<file path="config.mk">
export PLATFORM = sky130hd
export DESIGN_NAME = posit_dec_scheduler
export DESIGN_NICKNAME = d
export VERILOG_FILES = /design/src/rtl/posit_pkg.sv /design/src/rtl/posit_dec_scheduler_res_fifo.sv /design/src/rtl/posit_dec_scheduler.sv
export SDC_FILE = /design/constraint.sdc
export NUM_CORES = 1
export LEC_CHECK = 0
export BUFFER_PORTS_ARGS = -buffer_cell sky130_fd_sc_hd__buf_4
export CORE_AREA = 3 3 121 123
export DETAILED_ROUTE_END_ITERATION = 10
export DIE_AREA = 0 0 124 126
export PLACE_DENSITY = 0.78
export REMOVE_ABC_BUFFERS = 1
export SYNTH_ARGS = -nofsm -noshare
export SYNTH_HDL_FRONTEND = slang
export SYNTH_HIERARCHICAL = 1
export SYNTH_SLANG_ARGS = --single-unit
</file>
<file path="constraint.sdc">
create_clock -name clk_i -period 4.6 [get_ports clk_i]
set_input_delay 0.46 -clock clk_i [delete_from_list [all_inputs] [get_ports clk_i]]
set_output_delay 0.46 -clock clk_i [all_outputs]
set_load 0.1 [all_outputs]
</file>
<file path="src/rtl/posit_pkg.sv">
// Shared constants, bundle layout and FSM encoding for the posit decode scheduler.
// Constants here describe the default 8-bit / es=2 configuration.
package posit_pkg;

  localparam int P_WIDTH = 8;
  localparam int P_EXP   = 2;
  localparam int REGI    = $clog2(P_WIDTH) + 1;
  localparam int MTS     = P_WIDTH - 3 - P_EXP;

  function automatic int res_w(input int width, input int exp);
    return 2*(width-2) + 1 + 2 + 2*($clog2(width)+1) + 2*exp + 2*(width-3-exp) + 4;
  endfunction

  localparam int RES_W = res_w(P_WIDTH, P_EXP);

  // Bundle layout, LSB upward; each vld field is a 2-bit class code (zero/normal/NaR).
  localparam int OFF_VLD_D    = 0;
  localparam int OFF_VLD_W    = OFF_VLD_D + 2;
  localparam int OFF_MTS_L    = OFF_VLD_W + 2;
  localparam int OFF_MTS_S    = OFF_MTS_L + MTS;
  localparam int OFF_EXP_L    = OFF_MTS_S + MTS;
  localparam int OFF_EXP_S    = OFF_EXP_L + P_EXP;
  localparam int OFF_REGI_L   = OFF_EXP_S + P_EXP;
  localparam int OFF_REGI_S   = OFF_REGI_L + REGI;
  localparam int OFF_SIGN_L   = OFF_REGI_S + REGI;
  localparam int OFF_SIGN_S   = OFF_SIGN_L + 1;
  localparam int OFF_REGI_EXT = OFF_SIGN_S + 1;

  typedef enum logic [1:0] {
    IDLE  = 2'd0,
    RUN   = 2'd1,
    FLUSH = 2'd2
  } state_t;

endpackage

</file>
<file path="src/rtl/posit_dec_scheduler_res_fifo.sv">
// In-order result FIFO with occupancy count; pointers wrap modulo DEPTH so any depth works.
module res_fifo #(
  parameter int W     = 8,
  parameter int DEPTH = 4
) (
  input  logic                       clk_i,
  input  logic                       rstn,
  input  logic                       wr_en,
  input  logic [W-1:0]               wr_data,
  input  logic                       rd_en,
  output logic [W-1:0]               rd_data,
  output logic [$clog2(DEPTH+1)-1:0] count
);

  localparam int AW = (DEPTH > 1) ? $clog2(DEPTH) : 1;
  localparam int CW = $clog2(DEPTH+1);

  logic [W-1:0]  mem [DEPTH];
  logic [AW-1:0] wr_ptr, rd_ptr;

  function automatic logic [AW-1:0] wrap_inc(input logic [AW-1:0] p);
    return (p == AW'(DEPTH-1)) ? '0 : p + AW'(1);
  endfunction

  always_ff @(posedge clk_i) begin
    if (wr_en) mem[wr_ptr] <= wr_data;
  end

  always_ff @(posedge clk_i or negedge rstn) begin
    if (!rstn) begin
      wr_ptr <= '0;
      rd_ptr <= '0;
      count  <= '0;
    end else begin
      if (wr_en) wr_ptr <= wrap_inc(wr_ptr);
      if (rd_en) rd_ptr <= wrap_inc(rd_ptr);
      unique case ({wr_en, rd_en})
        2'b10:   count <= count + CW'(1);
        2'b01:   count <= count - CW'(1);
        default: count <= count;
      endcase
    end
  end

  assign rd_data = mem[rd_ptr];

  // The scheduler's credit check must make a write into a full FIFO impossible.
  overflow_chk: assert property (@(posedge clk_i) disable iff (!rstn)
    !(wr_en && !rd_en && count == CW'(DEPTH)));

endmodule

</file>
<file path="src/rtl/posit_dec_scheduler.sv">
// Round-robin scheduler sharing one registered posit pair decoder among NREQ requesters,
// with credit-protected buffering of decoded bundles.
module posit_dec_scheduler
  import posit_pkg::*;
#(
  parameter int WIDTH = 8,
  parameter int EXP   = 2,
  parameter int NREQ  = 2,
  parameter int DEPTH = 4,
  parameter int RES_W = res_w(WIDTH, EXP),
  parameter int IDW   = $clog2(NREQ)
) (
  input  logic                  clk_i,
  input  logic                  rstn,
  input  logic [NREQ-1:0]       req_vld_i,
  output logic [NREQ-1:0]       req_rdy_o,
  input  logic [NREQ*WIDTH-1:0] req_win_i,
  input  logic [NREQ*WIDTH-1:0] req_din_i,
  output logic                  dec_vld_o,
  output logic [WIDTH-1:0]      dec_win_o,
  output logic [WIDTH-1:0]      dec_din_o,
  input  logic [RES_W-1:0]      dec_res_i,
  output logic                  rsp_vld_o,
  input  logic                  rsp_rdy_i,
  output logic [RES_W-1:0]      rsp_res_o,
  output logic [IDW-1:0]        rsp_id_o,
  input  logic                  flush_i,
  output logic                  flush_done_o,
  output logic                  busy_o,
  output logic [1:0]            state_o
);

  // Handshakes: a requester transfers on req_vld_i[k] & req_rdy_o[k]; the consumer on
  // rsp_vld_o & rsp_rdy_i. Data must stay stable while valid is high and ready is low.

  localparam int CW = $clog2(DEPTH+1);

  state_t                 state_q, state_d;
  logic [IDW-1:0]         rr_ptr_q, gnt_id, id1_q, id2_q;
  logic [IDW:0]           idx;
  logic                   gnt_found, grant, v1_q, v2_q, pop, credit_ok, drained;
  logic [WIDTH-1:0]       sel_win, sel_din;
  logic [CW-1:0]          count;
  logic [IDW+RES_W-1:0]   fifo_rd;

  assign pop       = rsp_vld_o & rsp_rdy_i;
  assign credit_ok = (int'(count) + int'(v1_q) + int'(v2_q) - int'(pop)) < DEPTH;

  always_comb begin
    gnt_found = 1'b0;
    gnt_id    = '0;
    idx       = '0;
    for (int i = 0; i < NREQ; i++) begin
      idx = {1'b0, rr_ptr_q} + (IDW+1)'(i);
      if (idx >= (IDW+1)'(NREQ)) idx = idx - (IDW+1)'(NREQ);
      if (!gnt_found && req_vld_i[idx[IDW-1:0]]) begin
        gnt_found = 1'b1;
        gnt_id    = idx[IDW-1:0];
      end
    end
  end

  always_comb begin
    sel_win = '0;
    sel_din = '0;
    for (int k = 0; k < NREQ; k++) begin
      if (gnt_id == IDW'(k)) begin
        sel_win = req_win_i[k*WIDTH +: WIDTH];
        sel_din = req_din_i[k*WIDTH +: WIDTH];
      end
    end
  end

  // A flush request wins over a grant in the same cycle.
  assign grant = rstn & gnt_found & credit_ok & ~flush_i & (state_q != FLUSH);

  always_comb begin
    req_rdy_o = '0;
    if (grant) req_rdy_o[gnt_id] = 1'b1;
  end

  always_comb begin
    state_d = state_q;
    drained = ~v1_q & ~v2_q & ((int'(count) - int'(pop)) == 0);
    unique case (state_q)
      IDLE: begin
        if (flush_i)         state_d = FLUSH;
        else if (|req_vld_i) state_d = RUN;
      end
      RUN: begin
        if (flush_i) state_d = FLUSH;
        else if (!(|req_vld_i) && !v1_q && !v2_q && count == '0) state_d = IDLE;
      end
      FLUSH: begin
        if (drained) state_d = IDLE;
      end
      default: state_d = IDLE;
    endcase
  end

  always_ff @(posedge clk_i or negedge rstn) begin
    if (!rstn) begin
      state_q      <= IDLE;
      rr_ptr_q     <= '0;
      v1_q         <= 1'b0;
      v2_q         <= 1'b0;
      id1_q        <= '0;
      id2_q        <= '0;
      dec_win_o    <= '0;
      dec_din_o    <= '0;
      flush_done_o <= 1'b0;
    end else begin
      state_q      <= state_d;
      v1_q         <= grant;
      id1_q        <= gnt_id;
      v2_q         <= v1_q;
      id2_q        <= id1_q;
      flush_done_o <= (state_q == FLUSH) & drained;
      if (grant) begin
        rr_ptr_q  <= (gnt_id == IDW'(NREQ-1)) ? '0 : gnt_id + IDW'(1);
        dec_win_o <= sel_win;
        dec_din_o <= sel_din;
      end
    end
  end

  // v2 marks the cycle in which dec_res_i carries the pair issued two cycles earlier.
  res_fifo #(
    .W     (IDW+RES_W),
    .DEPTH (DEPTH)
  ) u_res_fifo (
    .clk_i   (clk_i),
    .rstn    (rstn),
    .wr_en   (v2_q),
    .wr_data ({id2_q, dec_res_i}),
    .rd_en   (pop),
    .rd_data (fifo_rd),
    .count   (count)
  );

  assign dec_vld_o = v1_q;
  assign rsp_vld_o = (count != '0);
  assign rsp_res_o = rsp_vld_o ? fifo_rd[RES_W-1:0] : '0;
  assign rsp_id_o  = rsp_vld_o ? fifo_rd[RES_W +: IDW] : '0;
  assign busy_o    = v1_q | v2_q | (count != '0);
  assign state_o   = state_q;

endmodule
</file>
==> results of run 1 <==
==> metal layers <==
layer / up-vias / track usage [%] / share of wire, %
met1: 1943 / 23.8 / 40
met4: 0 / 4.25 / 0.68
met3: 10 / 6.38 / 7.2
met5: - / 0 / 0
met2: 128 / 30.8 / 52
li1: 1749 / - / -
==> kinds of logic (layout without fill, tap and decap cells) <==
group,Yosys count,count (layout),synth area share (%)
adders and majority gates,13,13,2.28
and+or+nand+nor,60,60,4.90
AOI/OAI and AO/OA,12,12,1.09
xor gates and xnor gates,3,3,0.353
buffers and inverters,30,186,2.79
DFF,183,183,71.7
muxes,74,74,16.9
==> layout make-up <==
type	instances	share of cell area (%)
sequential	183	58.2
clock buffer	18	4.67
inverter	14	0.572
tap	180	2.45
clock inverter	14	1.72
timing repair buffer	140	11.5
multi-input combinational	162	20.9
==> state kept, by name, indices dropped and copies added (netlist names), 2 cells and up <==
signal             cells
u_res_fifo/wr_ptr      2
state_o                2
dec_din_o              8
u_res_fifo/count       3
u_res_fifo/rd_ptr      2
dec_win_o              8
u_res_fifo/mem       152
==> through the flow <==
stage	area, sq um	TNS [ns]	utilization, %
after floorplan	7300	-26.25	-
after detailed placement	8590	0	62.3
after global routing	9180	0	66.7
after global placement	8590	0	62.3
after CTS	9180	0	66.7
final	9180	0	66.7
==> final timing paths <==
path | end | slack (ns)
hold / removal | u_res_fifo/mem[2][24] | 0.24
setup reg to reg | dec_win_o[3] | 1.53
hold reg to reg | id2_q | 0.36
min in group asynchronous | flush_done_o | 0.51
setup / recovery | req_rdy_o[1] | 0.67
max in group asynchronous | u_res_fifo/rd_ptr[1] | 3.77
==> cells in the final DEF (no fill, tap or decap), drive strengths merged <==
master | Yosys | routed
edfxtp | 152 | 152
buf | 11 | 139
nor2b | 39 | 39
mux4 | 38 | 38
mux2 | 36 | 36
dfrtp | 31 | 31
clkbuf | 5 | 18
inv | 14 | 15
ha | 12 | 12
clkinv | 0 | 6
and2 | 6 | 6
nor2 | 5 | 5
o21ai | 5 | 5
clkinvlp | 0 | 4
bufinv | 0 | 3
nand2b | 2 | 2
a211oi | 2 | 2
nand2 | 2 | 2
xnor2 | 2 | 2
nor3 | 2 | 2
a21oi | 1 | 1
o311ai | 1 | 1
o211ai | 1 | 1
a21boi | 1 | 1
nor4b | 1 | 1
nand3b | 1 | 1
nand4 | 1 | 1
a22o | 1 | 1
dlygate4sd3 | 0 | 1
or3 | 1 | 1
xor2 | 1 | 1
fa | 1 | 1
==> flow_summary.ini, run 1 <==
[die]
die-height_um = 126
row_count = 43
die-area_sq_um = 15600
die_w_um = 124
initial_core_util_pct = 54.1
coreArea_sq_um = 13800
pin_count = 137

[worst_setup_path]
worstRegToRegCells = 11
path_class = register to output port
crit_cells = 12
startpoint_type = register
cp.required_ns = 4.14
cpLargestDelayFamily = simple AND/OR/NAND/NOR gates
critical-path-slowest-cell = dfrtp_1
crit_fanout = 20
r2r_start = u_res_fifo/count[0]
critPathLaunch = u_res_fifo/count[0]
end_kind = output port
crit_buf_inv = 3
slowest_delay_ns = 0.46
path_cells = nor3_2, nor2b_1, ha_1, inv_1, ha_1, a21oi_1, o311ai_0, a21boi_1, nor4b_4, buf_4, and2_1, buf_4
cp.arrival_ns = 3.47

[logic_synthesis]
synth_edf_count = 152
synth_area_sq_um = 7450
synth_area_per_cell_sq_um = 19.9
yosys-top-cells-area = edfxtp_1, mux4_2, dfrtp_1, mux2_2, nor2b_1
synthArstFlopShare_pct = 16.9
synth_seq_cells = 183
ys_top_cells_by_count = edfxtp_1, nor2b_1, mux4_2
yosysMostFrequentCell = edfxtp_1
synth.distinct_cells = 33
synthFlopType = edfxtp_1
yosysSeqAreaShare_pct = 71.7
yosys.area.top_type = edfxtp_1
yosysWarnings = 6
syn_inst = 375
yosys.area.top_type_share_pct = 61.2

[timing]
fin_worst_skew_ns = 0.0126
finalHoldViolations = 0
tightest_slew_ns = 1.09
hold_slack_ns = 0.235
fin_crit_sh_pct = 85.5
finalSetupViolCount = 0
setup_ws_ns = 0.669
finalCriticalPeriod_ns = 3.93
fmax_mhz = 254
drv_slew = 0
rsz0062_at_grt = no
slew_headroom_pct = 27.5

[place]
hpwl_um = 8420
io_buffer_count = 136
dp_cells = 678
gp_congestion = 0.819
place_ws_ns = 1.12

[global_route]
grt_pass1_wl_um = 21500
track_usage_pct = 18.5
antenna_found_initial = 0
grt_start_max_net_pins = 41
grt_pass1_vias = 4130
gr-total-overflow = 0

[route]
drt-total-wl_um = 13600
num_vias = 3830
drt_iter0_markers = 245
drc = 0
vias_per_cell = 5.39
first_pass_iters = 4
avgRoutedWirePerCell_um = 19.1
postRouteAntennaNets = 0

[final_layout]
multiInputGateArea_sq_um = 1920
finalNetCount = 606
drive_gt1_share_pct = 46.7
syn2layout_area_growth_pct = 23.2
seq_area_sq_um = 5340
antenna_cells = 0
fin_cells = 711
fillerInstances = 960

[min_path]
hp-start = dec_res_i[24]
min_path_cells = 1
worstHoldPathType = primary input to register

[cts]
cts_tree = built
cts-resized-gates = 0
cts.sinks = 183
numCtsBuffers = 17
cts_root_buf = clkbuf_16
post_cts_buffers = 0
worstSkewPairLatency_ns = 0.42
cts_buffer_depth = 2
cts_hold_buf = 1
h-tree-depth = 4
path_clk_slew_ns = 0.06

[run_status]
outcome = completed

[run]
drv_cap = 0
Power of run 1 is left out: the tool's default activity adds up to more than one toggle a clock period on the data nets, which glitch-free logic cannot reach.
==> inputs of run 2 (changes only) <==
--- a/config.mk
+++ b/config.mk
@@ -9,7 +9,7 @@
 export CORE_AREA = 3 3 121 123
 export DETAILED_ROUTE_END_ITERATION = 10
 export DIE_AREA = 0 0 124 126
-export PLACE_DENSITY = 0.78
+export PLACE_DENSITY = 0.89
 export REMOVE_ABC_BUFFERS = 1
 export SYNTH_ARGS = -nofsm -noshare
 export SYNTH_HDL_FRONTEND = slang
==> run 2 against run 1 <==
Setup slack lost 0.14 ns. Count of clock-buffer cells in the layout grew 1. Fmax shrank 3.5%. Register-to-register slack lost 0.37 ns. First-iteration DRC count shrank 1.2%. Final area is essentially flat. Sequential share of layout area is essentially flat. Wire length grew 4.0%. Global-route usage grew 1.1 points. Via count grew 1.6%.
==> flow_summary.ini, run 2 (synthesis gave the netlist of run 1 again) <==
[worst_setup_path]
cp.required_ns = 4.14
cpLargestDelayFamily = simple AND/OR/NAND/NOR gates
crit_fanout = 12
path_class = register to output port
crit_buf_inv = 2
crit_top_cell = ha_1
startpoint_type = register
critical-path-slowest-cell = nor4b_4
slowest_delay_ns = 0.70
end_kind = output port
path_cells = nor3_2, nor2b_1, ha_1, inv_1, ha_1, a21oi_1, o311ai_0, a21boi_1, nor4b_4, and2_1, buf_4
cp.arrival_ns = 3.61

[die]
die-area_sq_um = 15600
pin_count = 137
initial_core_util_pct = 54.1
coreArea_sq_um = 13800
row_count = 43
die-height_um = 126
die_w_um = 124

[route]
num_vias = 3893
first_pass_iters = 4
drt-total-wl_um = 14100
avgRoutedWirePerCell_um = 19.9
drc = 0
drt_iter0_markers = 242
postRouteAntennaNets = 0
vias_per_cell = 5.48

[cts]
h-tree-depth = 4
path_clk_slew_ns = 0.06
cts_buffer_depth = 2
cts_root_buf = clkbuf_16
post_cts_buffers = 0
numCtsBuffers = 17
cts-resized-gates = 0
cts_hold_buf = 1
worstSkewPairLatency_ns = 0.42
cts_tree = built
cts.sinks = 183

[final_layout]
antenna_cells = 0
finalNetCount = 606
fin_cells = 711
top_register = u_res_fifo/mem
final_cell_mix = edfxtp_1, buf_4, nor2b_1, mux4_2, mux2_2
syn2layout_area_growth_pct = 23.3
largest_reg_flops = 152
final_common_cell = edfxtp_1
drive_gt1_share_pct = 46.9
post-route-util_pct = 66.7
biggestRegsByFlops = u_res_fifo/mem x152, dec_din_o x8, dec_win_o x8
final_cell_area_sq_um = 9190

[run]
drv_cap = 0

[run_status]
outcome = completed

[place]
dp_cells = 678
hpwl_um = 8780
dpl_cell_area_sq_um = 8590
gp_congestion = 0.800
io_buffer_count = 136

[timing]
rsz0062_at_grt = no
finalSetupViolCount = 0
fin_crit_sh_pct = 88.5
tightest_slew_ns = 1.07
drv_slew = 0
fin_worst_skew_ns = 0.00683
finalHoldViolations = 0
finalCriticalPeriod_ns = 4.07
slew_headroom_pct = 28.8
fmax_mhz = 246

[global_route]
track_usage_pct = 19.7
grt_pass1_vias = 4248
gr-total-overflow = 0
grt_start_max_net_pins = 41
grt_pass1_wl_um = 22700
antenna_found_initial = 0

[min_path]
worstHoldPathType = primary input to register
-- run 2: cell count changes in the layout (fill, tap and decap cells not counted) --
cell / delta
clkinv_2: +1
clkinv_1: -2
clkbuf_1: +1
-- run 2: layout make-up --
class	instances	area, sq um
clock inverters	13	155
clock buffers	19	433
repair buffers	140	1050
flip-flops and latches	183	5340
multi-input cells	162	1920
inverters	14	52.6
fillers	947	4590
well taps	180	225
-- run 2: stage by stage --
stage	hold WS (ns)	TNS, ns	setup slack (ns)
finish	0.232	0	0.527
global route	0.213	0	0.218
CTS	0.207	0	0.476
detailed placement	0.337	0	0.946
global placement	0.337	0	1.03
floorplan	0.164	-26.25	-2.06
-- run 2: per-layer routing --
layer | share of wire (%) | track usage, % | vias to the layer above
li1 | - | - | 1738
met1 | 39 | 24.4 | 1957
met2 | 51 | 32.5 | 178
met3 | 8.4 | 6.78 | 20
met4 | 1.4 | 6.38 | 0
met5 | 0 | 0 | -
-- run 2: path summary, 6_finish.rpt --
path                                     start                   end  slack (ns)  depth (start not counted)
max                        u_res_fifo/count[0]          req_rdy_o[0]        0.53                         11
min                               dec_res_i[7]  u_res_fifo/mem[0][7]        0.23                          1
max reg2reg                u_res_fifo/count[0]          dec_win_o[4]        1.16                         11
min reg2reg                              id1_q                 id2_q        0.35                          0
max in group asynchronous                 rstn  u_res_fifo/rd_ptr[0]        3.78                          2
min in group asynchronous                 rstn          dec_win_o[6]        0.50                          2
-- run 2: worst register-to-register path, stage by stage (launching register included) --
cell      delay [ns]
dfrtp_1         0.45
nor3_2          0.22
nor2b_1         0.13
ha_1            0.29
inv_1           0.04
ha_1            0.27
a21oi_1         0.08
o311ai_0        0.32
a21boi_1        0.16
nor4b_4         0.70
buf_4           0.31
mux2_2          0.36
Power of run 2 is left out for the same reason.
